### config.mk
export PLATFORM = sky130hd
export DESIGN_NAME = i2c_req_arbiter
export DESIGN_NICKNAME = d
export VERILOG_FILES = /design/src/rtl/i2c_req_arbiter_pkg.sv /design/src/rtl/i2c_req_arbiter_rr.sv /design/src/rtl/i2c_req_arbiter.sv
export SDC_FILE = /design/constraint.sdc
export NUM_CORES = 1
export LEC_CHECK = 0
export ABC_AREA = 1
export CAP_MARGIN = 5
export CORE_MARGIN = 2
export CORE_UTILIZATION = 48
export DETAILED_ROUTE_END_ITERATION = 12
export PLACE_DENSITY_LB_ADDON = 0.1
export SLEW_MARGIN = 10
export SYNTH_ARGS = -nofsm -noshare
export SYNTH_HDL_FRONTEND = slang
export SYNTH_SLANG_ARGS = --single-unit
### constraint.sdc
create_clock -name clk -period 2.8 [get_ports clk]
set_input_delay 0.56 -clock clk [delete_from_list [all_inputs] [get_ports clk]]
set_output_delay 0.56 -clock clk [all_outputs]
set_load 0.02 [all_outputs]
### src/rtl/i2c_req_arbiter_pkg.sv
// Shared types and defaults for the i2c request arbiter: FSM encoding,
// counter width and a saturating increment used by the wait/timeout counter.
package i2c_req_arbiter_pkg;

    localparam int DEF_DATA_W      = 16;
    localparam int DEF_BUSY_WAIT   = 16;
    localparam int DEF_TIMEOUT_CYC = 65535;
    localparam int CNT_W           = 16;

    typedef enum logic [2:0] {
        ST_IDLE     = 3'd0,
        ST_ISSUE    = 3'd1,
        ST_WAIT_BSY = 3'd2,
        ST_RUN      = 3'd3,
        ST_RESP     = 3'd4,
        ST_DRAIN    = 3'd5
    } state_t;

    function automatic logic [CNT_W-1:0] sat_inc(input logic [CNT_W-1:0] v);
        return (v == {CNT_W{1'b1}}) ? v : v + CNT_W'(1);
    endfunction

endpackage

### src/rtl/i2c_req_arbiter_rr.sv
// Combinational round-robin picker: scans from i_ptr+1 upward with wrap and
// returns the first pending request as a one-hot grant plus its index.
module i2c_req_arbiter_rr #(
    parameter int N_REQ = 4,
    parameter int IDX_W = $clog2(N_REQ)
) (
    input  logic [N_REQ-1:0] i_req,
    input  logic [IDX_W-1:0] i_ptr,
    output logic [N_REQ-1:0] o_grant,
    output logic [IDX_W-1:0] o_idx,
    output logic             o_valid
);

    logic [IDX_W-1:0] w_pos;

    always_comb begin
        o_grant = '0;
        o_idx   = '0;
        o_valid = 1'b0;
        w_pos   = '0;
        for (int k = 1; k <= N_REQ; k++) begin
            w_pos = IDX_W'((int'(i_ptr) + k) % N_REQ);
            if (!o_valid && i_req[w_pos]) begin
                o_valid        = 1'b1;
                o_grant[w_pos] = 1'b1;
                o_idx          = w_pos;
            end
        end
    end

endmodule

### src/rtl/i2c_req_arbiter.sv
// Shares one i2c_master read engine between N_REQ clients: round-robin grant,
// start strobe, busy/data_valid tracking with busy-wait and run watchdogs.
module i2c_req_arbiter
    import i2c_req_arbiter_pkg::*;
#(
    parameter int N_REQ       = 4,
    parameter int DATA_W      = DEF_DATA_W,
    parameter int BUSY_WAIT   = DEF_BUSY_WAIT,
    parameter int TIMEOUT_CYC = DEF_TIMEOUT_CYC
) (
    input  logic              clk,
    input  logic              resetn,
    input  logic [N_REQ-1:0]  req,
    output logic [N_REQ-1:0]  done,
    output logic              rsp_err,
    output logic [DATA_W-1:0] rsp_data,
    output logic [N_REQ-1:0]  grant,
    output logic              m_start,
    input  logic              m_busy,
    input  logic [DATA_W-1:0] m_data,
    input  logic              m_data_valid
);

    // state    | meaning
    // IDLE     | no owner; pick next requester once the master is free
    // ISSUE    | m_start high for this cycle only
    // WAIT_BSY | waiting for the master to raise busy
    // RUN      | master busy; wait for data_valid, abort or timeout
    // RESP     | done/rsp_err/rsp_data valid for this cycle
    // DRAIN    | wait for busy to fall before arbitrating again

    localparam int IDX_W = $clog2(N_REQ);
    localparam logic [CNT_W-1:0] BUSY_LAST = CNT_W'(BUSY_WAIT - 1);
    localparam logic [CNT_W-1:0] TO_LAST   = CNT_W'(TIMEOUT_CYC - 1);

    state_t            r_state;
    logic [N_REQ-1:0]  r_req;
    logic [N_REQ-1:0]  r_grant;
    logic [IDX_W-1:0]  r_idx;
    logic [IDX_W-1:0]  r_ptr;
    logic [CNT_W-1:0]  r_cnt;
    logic [N_REQ-1:0]  r_done;
    logic              r_rsp_err;
    logic [DATA_W-1:0] r_rsp_data;
    logic              r_m_start;

    logic [N_REQ-1:0]  w_grant;
    logic [IDX_W-1:0]  w_idx;
    logic              w_valid;

    i2c_req_arbiter_rr #(
        .N_REQ (N_REQ),
        .IDX_W (IDX_W)
    ) u_rr (
        .i_req   (r_req),
        .i_ptr   (r_ptr),
        .o_grant (w_grant),
        .o_idx   (w_idx),
        .o_valid (w_valid)
    );

    always_ff @(posedge clk or negedge resetn) begin
        if (!resetn) begin
            r_state    <= ST_IDLE;
            r_req      <= '0;
            r_grant    <= '0;
            r_idx      <= '0;
            r_ptr      <= IDX_W'(N_REQ - 1);
            r_cnt      <= '0;
            r_done     <= '0;
            r_rsp_err  <= 1'b0;
            r_rsp_data <= '0;
            r_m_start  <= 1'b0;
        end else begin
            r_req      <= req;
            r_m_start  <= 1'b0;
            r_done     <= '0;
            r_rsp_err  <= 1'b0;
            r_rsp_data <= '0;
            case (r_state)
                ST_IDLE: begin
                    if (w_valid && !m_busy) begin
                        r_grant   <= w_grant;
                        r_idx     <= w_idx;
                        r_m_start <= 1'b1;
                        r_state   <= ST_ISSUE;
                    end
                end
                ST_ISSUE: begin
                    r_cnt   <= '0;
                    r_state <= ST_WAIT_BSY;
                end
                ST_WAIT_BSY: begin
                    if (m_busy) begin
                        r_cnt   <= '0;
                        r_state <= ST_RUN;
                    end else if (r_cnt == BUSY_LAST) begin
                        r_done    <= r_grant;
                        r_rsp_err <= 1'b1;
                        r_state   <= ST_RESP;
                    end else begin
                        r_cnt <= sat_inc(r_cnt);
                    end
                end
                ST_RUN: begin
                    // data_valid wins even if busy falls in the same cycle
                    if (m_data_valid) begin
                        r_done     <= r_grant;
                        r_rsp_data <= m_data;
                        r_state    <= ST_RESP;
                    end else if (!m_busy || r_cnt == TO_LAST) begin
                        r_done    <= r_grant;
                        r_rsp_err <= 1'b1;
                        r_state   <= ST_RESP;
                    end else begin
                        r_cnt <= sat_inc(r_cnt);
                    end
                end
                ST_RESP: begin
                    r_ptr   <= r_idx;
                    r_grant <= '0;
                    r_state <= ST_DRAIN;
                end
                ST_DRAIN: begin
                    if (!m_busy) begin
                        r_state <= ST_IDLE;
                    end
                end
                default: r_state <= ST_IDLE;
            endcase
        end
    end

    assign done     = r_done;
    assign rsp_err  = r_rsp_err;
    assign rsp_data = r_rsp_data;
    assign grant    = r_grant;
    assign m_start  = r_m_start;

endmodule
# Word-level counts from Yosys, hierarchy flattened

Index checks and enable logic that the tools add are counted.

Add/sub/neg operators: 5
Multiply operators: 0
Divide/modulo/power cells: 0
Magnitude comparators: 8
Equality and inequality tests: 15
Shift operators: 0
Multiplexer cells: 57
Bitwise gates (word level): 3
Reductions and logical operators: 20

Operator list:

| cell                  | count |
|---|---|
| $mux 16               | 7 |
| $pmux 16 s3           | 1 |
| $mux 4                | 9 |
| $eq 16x16->1 const B  | 2 |
| $mux 1                | 18 |
| $mux 3                | 6 |
| $pmux 3 s6            | 1 |
| $add 16x1->16 const B | 1 |
| $eq 16x4->1 const B   | 1 |
| $pmux 4 s2            | 2 |
| $lt 2x3->1 const B    | 4 |
| $or 4x4->4            | 3 |
| $ne 3x3->1 const B    | 3 |
| $bmux 1 s2            | 4 |
| $demux 1 s2           | 4 |
| $ge 2x1->1 const B    | 4 |
| $logic_and 1x1->1     | 8 |
| $mux 2                | 4 |
| $ne 2x2->1 const B    | 4 |
| $reduce_and 4->1      | 2 |
| $eq 3x2->1 const B    | 2 |
| $eq 3x3->1 const B    | 2 |
| $add 2x1->2 const B   | 2 |
| $add 2x2->2 const B   | 2 |
| 8 further kinds       | 12 |

Register bits after elaboration: 53
Latch bits: 0
Bits in writable memories: 0
ROM bits: 0
Bits of input ports: 24
Word-level logic and storage cells: 118
Memories: 0

# Logic depth before layout (Yosys ltp)

Depth in word-level cells: 16
Mapped depth: 13

# Cells and area by module

Synthesis repeated with hierarchy kept, for this count alone.

Cell total of the unflattened synthesis: 411
Area, all modules: 3250.6 um2

Modules (own cells, without submodules):

| module             | times used | cells each | area each (um2) | seq. area each (um2) |
|---|---|---|---|---|
| i2c_req_arbiter    | 1          | 330        | 2715.1          | 1328.8 |
| i2c_req_arbiter_rr | 1          | 81         | 535.5           | 0.0 |

# Worst setup path before layout

Ideal clock, no wire load.

Kind: register to register
Start point: register r_ptr[1]
End point: register r_grant[0] (netlist: grant[0])
Library setup time: 116 ps
Arrival time: 1888 ps
Data required time: 2684 ps
Slack: 797 ps
Cell stages (with the launch flop): 13
Buffers on the path: 1
Cell sequence: dfstp_2 -> inv_1 -> ha_1 -> inv_1 -> nand2_2 -> nand2_2 -> inv_2 -> nand4_1 -> nand3_1 -> buf_4 -> nand2_1 -> nand2_1 -> nor2_1

Longest elaborated chain between the ends: 16
Elaborated cells between the ends (all ways): 54
Those cells by class: add/sub: 4; order compare: 8; eq/ne: 1; mux: 26; bitwise: 3; reduce/logical: 12

RTL lines:

| element                                                             | RTL line               | RTL |
|---|---|---|
| start, declared                                                     | i2c_req_arbiter.sv:40  | `logic [IDX_W-1:0] r_ptr;` |
| start signal, assigned                                              | i2c_req_arbiter.sv:68  | `r_ptr <= IDX_W'(N_REQ - 1);` |
| start signal, assigned                                              | i2c_req_arbiter.sv:120 | `r_ptr <= r_idx;` |
| parallel branches: the longest is 16 deep, another holds $lt 2x3->1 | -                      |  |
| end signal, assigned                                                | i2c_req_arbiter.sv:83  | `r_grant <= w_grant;` |
| end, declared                                                       | i2c_req_arbiter.sv:38  | `logic [N_REQ-1:0] r_grant;` |

Parallel ways; which one is timed is not known. The select of a mux whose other input is x is not followed.
A chain may end at the register's enable or synchronous reset.

# Final worst setup path

Start point: register r_ptr[1]
End point: register r_idx[1]

Longest elaborated chain between the ends: 15
Elaborated cells between the ends (all ways): 28
Those cells by class: add/sub: 4; mux: 16; reduce/logical: 8

RTL lines:

| element                      | RTL line                 | RTL |
|---|---|---|
| $add 2x1->2                  | i2c_req_arbiter_rr.sv:22 | `w_pos = IDX_W'((int'(i_ptr) + k) % N_REQ);` |
| $bmux 1 s2                   | i2c_req_arbiter_rr.sv:23 | `if (!o_valid && i_req[w_pos]) begin` |
| $mux 1 (not written as such) | i2c_req_arbiter_rr.sv:23 |  |
| $mux 1                       | i2c_req_arbiter_rr.sv:23 |  |
| $logic_not 1->1              | i2c_req_arbiter_rr.sv:23 |  |
| $logic_and 1x1->1            | i2c_req_arbiter_rr.sv:23 |  |
| $mux 1                       | i2c_req_arbiter_rr.sv:23 |  |
| $logic_not 1->1              | i2c_req_arbiter_rr.sv:23 |  |
| $logic_and 1x1->1            | i2c_req_arbiter_rr.sv:23 |  |
| $mux 1                       | i2c_req_arbiter_rr.sv:23 |  |
| $logic_not 1->1              | i2c_req_arbiter_rr.sv:23 |  |
| $logic_and 1x1->1            | i2c_req_arbiter_rr.sv:23 |  |
| $mux 1                       | i2c_req_arbiter_rr.sv:23 |  |
| $logic_and 1x1->1            | i2c_req_arbiter.sv:82    | `if (w_valid && !m_busy) begin` |
| $reduce_and 2->1 (no line)   | -                        |  |
| end signal, assigned         | i2c_req_arbiter.sv:84    | `r_idx <= w_idx;` |
| end, declared                | i2c_req_arbiter.sv:39    | `logic [IDX_W-1:0] r_idx;` |

Several ways; a longest one is shown, not always the timed one. The select of a mux whose other input is x is not followed.

==> results.md <==
* Cell type with the highest occurrence count on the critical path: sky130_fd_sc_hd__inv_1
* # rows at 29
* Worst path required time at 3.01 ns
* Post-route DRC violation count at 2
* Start-to-end type of the worst setup path: flip-flop to flip-flop
* Antenna violations before repair at 0
* Status: finished with violations
* Total of fill cells in the finished design at 586
* Clock transition at the registers of the reported paths at 0.11 ns
* Final Critical Period at 2.36 ns
* Most used standard cells in the synthesized netlist: sky130_fd_sc_hd__nand2_1 (127), sky130_fd_sc_hd__nor2_1 (69), sky130_fd_sc_hd__dfrtp_1 (51), sky130_fd_sc_hd__nand3_1 (38), sky130_fd_sc_hd__inv_1 (33)
* Met2 wire length at 3.78 mm
* Area of the multi-input gates at 1650 um^2
* Biggest cell delay along the critical path at between 0.6 and 0.7 ns
* Global-route wire length before repair at ~13 mm
* DPL Wire Length at 5.47 mm
* Count of vias placed by the detailed router at 2,871
* Longest Clk Path Bufs at 2
* Layout cells sized above 1 at 10.1%
* Inserted Clock Buffers at 5
* Final design area excluding fillers at 3870 um^2
* Violations in the final reports: design-rule violations
* Top cells by area in the synthesized netlist: sky130_fd_sc_hd__dfrtp_1 (40%), sky130_fd_sc_hd__nand2_1 (15%), sky130_fd_sc_hd__nor2_1 (8.1%)
* Remaining global-route overflow at 0
* Worst path arrival time at between 2 and 3 ns
* Die boundary height at 85.8 um
* Number of nets in the layout at 516
* Number of hold violations in the final report at 0
* Mean post-synth cell area at 7.45 um^2
* Placed Cells at 552
* Critical Path Source Type: flip-flop
* Count of input and output buffers at 49
* Placeable core region at 6420 um^2
* Worst IR drop on VDD at approximately 0.00053 V
* Routed wire length on met3 at ~250 um
* Worst r2r src: r_ptr[1]$_DFFE_PN1N_
* Design internal power at about 1.7 mW
* Leading area contributor after synthesis: sky130_fd_sc_hd__dfrtp_1
* Number of optimization iterations in the first detailed-route pass at 8
* Count of warnings emitted by yosys at 0
* Net switching power at 1.49 mW
* Placed instance area at roughly 3800 um^2
* Sequential standard cell area at 1330 um^2
* Chip Width at 85.8 um
* Slew margin rel. at just over 60%
* TritonCTS clock tree: done
* Slew at the pin closest to its max-slew limit at between 0.5 and 0.6 ns
* Routed length on met1 at 3.23 mm
* Fraction of post-synthesis cell area in the top cell type by area at 39.7%
* GR Util All Layers at 21.8%
* P_leak at 1.91 nW
* Clock share of power at 16.9%
* Crit-path cells: inv_1 > ha_1 > inv_1 > nand2_2 > nand2_2 > inv_2 > nand4_1 > nand3_1 > inv_1 > o21ai_0 > nand2_1
* Clock H-tree levels at 2
* Final setup violation count at 0
* DRT antenna net count at 0
* Pin count of the biggest net entering global routing at 27
* Power per Cell Area at 827 nW/um^2
* Initial core utilization at about half
* EDFF count, synth at 0
* Post-Synthesis Cells at 431
* Maximum clock frequency at 424 MHz
* Number of distinct library cells after synthesis at 30
* Number of buffers inserted by hold repair at cts at 0
* Initial drt markers at 122
* Sequential fraction of the synthesis area at 41.4%
* Number of synthesized register bits at 53
* Number of max-cap violations at 0
* Via count of the first global-routing pass at 2,809
* Type of the worst min-delay path: input pin to asynchronous set/reset pin
* Clock latency on the worst-skew pair at 0.32 ns
* Portion of total power attributed to combinational logic at between 50% and 60%
* Top-Level Pins at 50
* # Post-CTS Setup Buffers at 0
* Setup repair after global routing missed its margin: no
* Reg2reg path depth at 11
* Syn-to-layout area delta at 20.5%
* Reg2Reg Setup Slack at between 0.4 and 0.5 ns
* Worst Hold Slack at between 0.2 and 0.25 ns
* Detail-routed via count per cell at 5.13
* Final core utilization at approximately 60%
* Cell at the root of the clock tree: sky130_fd_sc_hd__clkbuf_8
* Post-synth ARST share at 100%
* Cell with the most instances after synthesis: sky130_fd_sc_hd__nand2_1
* Routed WL at 7.38 mm
* Post-Layout Cell Count at 560
* Critical register-to-register path endpoint: r_idx[1]$_DFFE_PN0P_
* Share of the clock period used by the worst path after layout at 84.2%
* Quantity of gates resized following cts at 0
* Maximum fanout count along the critical path at 12
* TritonCTS Sinks at 53
* Post-synth top flop: sky130_fd_sc_hd__dfrtp_1
* Die area at 7360 um^2
* Max-slew violations at 0
* Final weighted congestion in routability-driven placement at 0.865
* Proportion of total power due to net switching at between 40% and 50%
* Cell area after synthesis at around 3200 um^2
* Synthesized netlist net count at 465
* Sum Neg Setup Slack at 0 ns
* Endpoint type of the worst setup path: flip-flop
* Drt wl/cell at 13.2 um
* Cell at the slowest stage of the critical path: sky130_fd_sc_hd__dfstp_2
* Sequential fraction of design power at 31.8%
* Skew final at 0.00813 ns
* Antenna diodes at 0
* Highest routed metal layer: met4
area by class of cell:
class	count	share of cell area (%)
flip-flops and latches	53	34.3
clock inverters	3	1.13
inverters	40	4.01
clock buffers	5	1.78
repair buffers	55	13.7
multi-input cells	327	42.6
well taps	77	2.49
sequential cells by signal (all words and copies together) (netlist names):
| register | cells |
|---|---|
| r_cnt | 16 |
| rsp_data | 16 |
| done | 4 |
| grant | 4 |
| r_req | 4 |
| r_state | 3 |
| r_idx | 2 |
| r_ptr | 2 |
| m_start | 1 |
| rsp_err | 1 |
worst max-delay path by stage:
stage,from,end,slack (ns),cells past startpoint
6_report,r_ptr[1]$_DFFE_PN1N_,r_idx[1]$_DFFE_PN0P_,0.44,11
5_1_grt,r_ptr[1]$_DFFE_PN1N_,r_idx[1]$_DFFE_PN0P_,0.11,11
4_1_cts,r_ptr[1]$_DFFE_PN1N_,r_idx[1]$_DFFE_PN0P_,0.43,11
3_5_place_dp,r_ptr[1]$_DFFE_PN1N_,r_idx[1]$_DFFE_PN0P_,0.45,11
3_3_place_gp,r_ptr[1]$_DFFE_PN1N_,r_idx[1]$_DFFE_PN0P_,0.53,11
2_1_floorplan,r_ptr[1]$_DFFE_PN1N_,grant[0]$_DFFE_PN0P_,0.80,12
power groups by stage:
stage	sequential, mW	clock [mW]	combinational, mW
final	1.02	0.542	1.64
after global routing	1.04	0.587	1.87
after CTS	1.02	0.565	1.65
after detailed placement	1.03	0	1.64
after global placement	1.03	0	1.63
after floorplan	1.11	0	1.13
worst max-delay path, delay by kind of cell, from the launching register on:
kind,cells,cell delay [ns]
flops,1,0.61
simple gates,5,0.71
buf+inv,4,0.48
compound gates,1,0.09
fa+ha+maj,1,0.37
cell families (layout without fill, tap and decap cells):
| logic type | Yosys count | after routing | share of synthesized area, % |
|---|---|---|---|
| xor+xnor | 6 | 6 | 1.64 |
| simple gates | 265 | 265 | 36.2 |
| flops | 53 | 53 | 41.4 |
| buf+inv | 51 | 103 | 7.32 |
| fa+ha+maj | 10 | 10 | 3.90 |
| compound gates | 46 | 46 | 9.54 |
stage by stage:
step / worst slack [ns] / total power [mW]
floorplan: 0.797 / 2.24
global placement: 0.529 / 2.66
detailed placement: 0.454 / 2.68
CTS: 0.435 / 3.23
global route: 0.105 / 3.50
finish: 0.443 / 3.20
layer usage:
metal	track usage, %	vias up
met5	0	-
met2	39.0	47
met4	6.93	0
met3	3.56	11
met1	26.9	1322
li1	-	1491
layout by cell type, fill, tap and decap left out, drive strengths merged:
master and count:
dfstp 2, bufinv 1, dfrtp 51, nand2 134, a21boi 4, nand4 12
clkdlybuf4s50 48, inv 40, buf 7, ha 10, nor2 76, o21ai 22
a21oi 7, a31oi 1, clkinv 2, nand3 41, clkbuf 5, o221ai 1
xor2 6, nor3 2, o211ai 11
No activity file was read; power rests on OpenSTA's default activity.
